`config.mk`:
```
export PLATFORM = sky130hd
export DESIGN_NAME = divider_16x8_seq
export DESIGN_NICKNAME = d
export VERILOG_FILES = /design/src/rtl/div_pkg.sv /design/src/rtl/div_step.sv /design/src/rtl/divider_16x8_seq.sv
export SDC_FILE = /design/constraint.sdc
export NUM_CORES = 1
export LEC_CHECK = 0
export ABC_AREA = 1
export CORE_ASPECT_RATIO = 2
export CORE_MARGIN = 10
export CORE_UTILIZATION = 45
export CTS_CLUSTER_SIZE = 12
export DETAILED_ROUTE_END_ITERATION = 16
export PLACE_DENSITY = 0.81
export SYNTH_ARGS = -nofsm -noshare
export SYNTH_HDL_FRONTEND = slang
export SYNTH_SLANG_ARGS = --single-unit
```
`constraint.sdc`:
```
create_clock -name clk -period 2.4 [get_ports clk]
set_input_delay 0.6 -clock clk [delete_from_list [all_inputs] [get_ports clk]]
set_output_delay 0.6 -clock clk [all_outputs]
set_load 0.05 [all_outputs]
```
`src/rtl/div_pkg.sv`:
```
// div_pkg: shared widths and FSM state type for the sequential divider
package div_pkg;
  localparam int DW = 16;
  localparam int VW = 8;
  localparam int CW = $clog2(DW);
  typedef enum logic [1:0] {IDLE, CALC, DONE} state_e;
endpackage

```
`src/rtl/div_step.sv`:
```
// div_step: one restoring-division step, shifts in a dividend bit and trial-subtracts the divisor
module div_step #(
  parameter int VW = 8
) (
  input  logic [VW:0]   r_i,
  input  logic          q_msb_i,
  input  logic [VW-1:0] d_i,
  output logic [VW:0]   r_o,
  output logic          q_bit_o
);
  logic [VW+1:0] sh;
  // The full 2R+bit is kept so the compare also covers the top bit of R; it is always
  // zero for a nonzero divisor, and a zero divisor yields all-ones quotient regardless.
  assign sh      = {r_i, q_msb_i};
  assign q_bit_o = sh >= {2'b0, d_i};
  assign r_o     = q_bit_o ? (VW+1)'(sh - {2'b0, d_i}) : (VW+1)'(sh);
endmodule

```
`src/rtl/divider_16x8_seq.sv`:
```
// divider_16x8_seq: 16/8 restoring unsigned divider, one quotient bit per clock; DIV_ZERO_DETECT_EN enables early zero-divisor exit
module divider_16x8_seq
  import div_pkg::*;
(
  input  logic          clk,
  input  logic          rst_n,
  input  logic          in_valid,
  output logic          in_ready,
  input  logic [DW-1:0] dividend,
  input  logic [VW-1:0] divisor,
  output logic          out_valid,
  input  logic          out_ready,
  output logic [DW-1:0] quotient,
  output logic [VW-1:0] remainder,
  output logic          div_zero
);
  state_e        state_q;
  logic [DW-1:0] q_q;
  logic [VW:0]   r_q;
  logic [VW-1:0] d_q;
  logic [CW-1:0] cnt_q;
  logic          in_ready_q;
  logic          out_valid_q;
  logic [VW:0]   r_d;
  logic          q_bit_d;

  div_step #(.VW(VW)) u_step (
    .r_i     (r_q),
    .q_msb_i (q_q[DW-1]),
    .d_i     (d_q),
    .r_o     (r_d),
    .q_bit_o (q_bit_d)
  );

`ifdef DIV_ZERO_DETECT_EN
  logic div_zero_q;
  // Zero-divisor flag: set on an accepted zero divisor, cleared when the result is taken
  always_ff @(posedge clk or negedge rst_n)
    if (!rst_n) div_zero_q <= 1'b0;
    else if (state_q == IDLE && in_valid) div_zero_q <= divisor == '0;
    else if (state_q == DONE && out_ready) div_zero_q <= 1'b0;
  assign div_zero = div_zero_q;
`else
  assign div_zero = 1'b0;
`endif

  // Control FSM and datapath: load operands, run DW restoring steps, hold result until taken
  always_ff @(posedge clk or negedge rst_n) begin
    if (!rst_n) begin
      state_q     <= IDLE;
      in_ready_q  <= 1'b1;
      out_valid_q <= 1'b0;
      q_q         <= '0;
      r_q         <= '0;
      d_q         <= '0;
      cnt_q       <= '0;
    end else begin
      case (state_q)
        IDLE: if (in_valid) begin
          q_q        <= dividend;
          d_q        <= divisor;
          r_q        <= '0;
          cnt_q      <= '0;
          in_ready_q <= 1'b0;
          state_q    <= CALC;
`ifdef DIV_ZERO_DETECT_EN
          if (divisor == '0) begin
            q_q         <= '1;
            r_q         <= {1'b0, dividend[VW-1:0]};
            out_valid_q <= 1'b1;
            state_q     <= DONE;
          end
`endif
        end
        CALC: begin
          r_q   <= r_d;
          q_q   <= {q_q[DW-2:0], q_bit_d};
          cnt_q <= cnt_q + 1'b1;
          if (cnt_q == CW'(DW-1)) begin
            out_valid_q <= 1'b1;
            state_q     <= DONE;
          end
        end
        DONE: if (out_ready) begin
          out_valid_q <= 1'b0;
          in_ready_q  <= 1'b1;
          state_q     <= IDLE;
        end
        default: state_q <= IDLE;
      endcase
    end
  end

  assign in_ready  = in_ready_q;
  assign out_valid = out_valid_q;
  assign quotient  = q_q;
  assign remainder = r_q[VW-1:0];
endmodule
```
==> run metrics <==
startpoint class of the critical path flop; Avg Synthesized Cell Area 8.207 µm²; Largest delay share family, worst path buffers and inverters; clock sink count 41; initial antenna violation count 0; final setup TNS 0 ns; Routability Congestion 0.9064; Die Y-Extent 125.0 µm; Post-layout nets 385; post-synthesis mux area share 0%; cts bufs inserted 5; vias in the first global route 2259; Final Max Tran Viols 0; post-synth cell types 34; final WL 6125 µm; CP Buf/Inv Count 1; syn nets 340; Final Hold Viols 0; crit path DAT 1.62 ns; largest family of logic cells by synthesized area simple AND/OR/NAND/NOR gates; # Post-CTS Setup Buffers 0; num ports 55; Overflow after GRT 0; Synth Instances 302; Chip Width 72.48 µm; MaxCap Viol Count 0; hold buffers post-CTS 0; H-tree level count 2; Crit-path slowest cell clkdlybuf4s50_1; Ant. Diodes 0; top post-synthesis cells by area dfrtp_1, nand2_1, inv_1; largest net degree at the start of global routing 28; Synth-to-Final Area Change 23.12%; final worst-path cycle share 92.55%; die footprint 9057 µm²; crit-path cells clkdlybuf4s50_1; CP peak stage delay 0.79 ns; drc violations 0; GRT Total Usage 13.83%; Synth Area in Adders 5.351%; drt pass-1 iters 5; Synth Area in XOR/XNOR 1.060%; initial DRC count 112; share of cells above drive strength 1 12.93%; Max Freq 450.2 MHz; Max Root-Sink Buffers 2; Ys Warns 0; Slew headroom 43.05%; wire per inst 15.01 µm; Hold Path Class primary input to async pin; HPWL Detailed 4896 µm; RSZ-0062 raised after global routing no; Compound-Gate Fraction of Synth Area 13.33%; row count 38; CP max FO 2; clock slew at reported path FFs 0.08 ns; element type at the critical path end primary output; critical path type flop to primary output; Slew @ Worst Pin 0.8543 ns; met2 Use GR 24.99%; met3 Use GR 3.405%; global routing usage on met1 12.84%; global-route wire length before repair 10240 µm; post-synth top area share 40.38%; Initial Util 46.13%; antenna-violating nets left 0; clk_lat worst skew 0.30 ns; Tmin final 2.221 ns; status finished clean; clock skew 0.005103 ns; clock root buffer clkbuf_8; Syn Std Cell Area 2479 µm²; CTS tree built; Setup violations, final 0; Post-Synth Simple-Gate Area 24.13%; busiest grt layer met2; Buffers on Ports 53; via count 2071; share of the yosys chip area belonging to registers 41.44%; cts repair resizes 0; Core Area 5373 µm²; area leader, netlist dfrtp_1; Crit path required time 1.80 ns; Synth Register Bits 41; Via density 5.076
==> final timing paths <==
path / depth (start not counted) / from / slack [ns] / endpoint
setup / recovery: 1 / in_ready / 0.18 / in_ready
hold / removal: 1 / rst_n / 0.18 / cnt_q[2]
setup reg to reg: 10 / quotient[15] / 0.50 / r_q[7]
hold reg to reg: 2 / in_ready / 0.47 / in_ready
max in group asynchronous: 2 / rst_n / 1.68 / quotient[2]
min in group clk: 2 / in_ready / 0.47 / in_ready
==> final cells by class <==
cell class / instances / area [µm²]
clock buffers: 6 / 72.57
clock inverters: 2 / 35.03
fillers: 494 / 2321
inverters: 52 / 202.7
multi-input cells: 191 / 1091
flip-flops and latches: 41 / 1027
well taps: 60 / 75.07
repair buffers: 56 / 548.0
==> through the flow <==
step                      utilization, %  setup slack (ns)  hold slack (ns)  std cells  area [µm²]
after floorplan                        -            0.7236           0.3044        302        2479
after global placement             54.80            0.5001           0.4556        400        2944
after detailed placement           54.80            0.4879           0.4573        400        2944
after CTS                          56.80            0.1669           0.1819        408        3052
after global routing               56.80            0.1339           0.1919        408        3052
final                              56.80            0.1789           0.1757        408        3052
==> state kept, by name (all words and copies together), names as in the netlist <==
register / count
r_q: 9
in_ready: 1
d_q: 8
state_q: 2
cnt_q: 4
out_valid: 1
quotient: 16
==> cell usage after synthesis <==
cell and instances:
nand2_1 85, inv_1 49, dfrtp_1 40, nand3_1 16, o22ai_1 12, a21oi_2 11
buf_4 11, ha_1 9, a21oi_1 8, nor2_1 8, o21ai_0 8, nand2_2 6
buf_6 4, nor2_4 4, nand4_1 3, o21ai_1 3, o22ai_2 3, buf_2 2
nand3_2 2, nand3b_1 2, o21ai_2 2, xor2_1 2, a22o_1 1, buf_12 1
conb_1 1, dfstp_2 1, fa_1 1, inv_2 1, inv_4 1, inv_6 1
nand2_8 1, nor2_2 1, or2_1 1, xnor2_1 1
==> logic make-up (layout without fill, tap and decap cells) <==
logic type	Yosys count	after routing
compound gates	48	48
xor+xnor	3	3
fa+ha+maj	10	10
buf+inv	70	116
flops	41	41
other cells	1	1
simple gates	129	129
==> routing by layer <==
| layer | vias to the layer above | share of wire, % |
|---|---|---|
| li1 | 1031 | - |
| met1 | 963 | 35 |
| met2 | 58 | 55 |
| met3 | 19 | 5.7 |
| met4 | 0 | 4.4 |
| met5 | - | 0 |
==> placed cells by master (no fill, tap or decap) <==
master,instances
a21oi_1,8
a21oi_2,11
a22o_1,1
buf_2,1
buf_4,3
bufinv_16,1
clkbuf_1,1
clkbuf_8,5
clkdlybuf4s50_1,52
clkinv_2,1
conb_1,1
dfrtp_1,40
dfstp_2,1
fa_1,1
ha_1,9
inv_1,49
inv_2,1
inv_4,1
inv_6,1
nand2_1,85
nand2_2,6
nand2_8,1
nand3_1,16
nand3_2,2
nand3b_1,2
nand4_1,3
nor2_1,8
nor2_2,1
nor2_4,4
o21ai_0,8
o21ai_1,3
o21ai_2,2
o22ai_1,12
o22ai_2,3
or2_1,1
xnor2_1,1
xor2_1,2
Power is not shown: default switching activity piles up to over one toggle a cycle in this logic, so the estimate is an artifact.
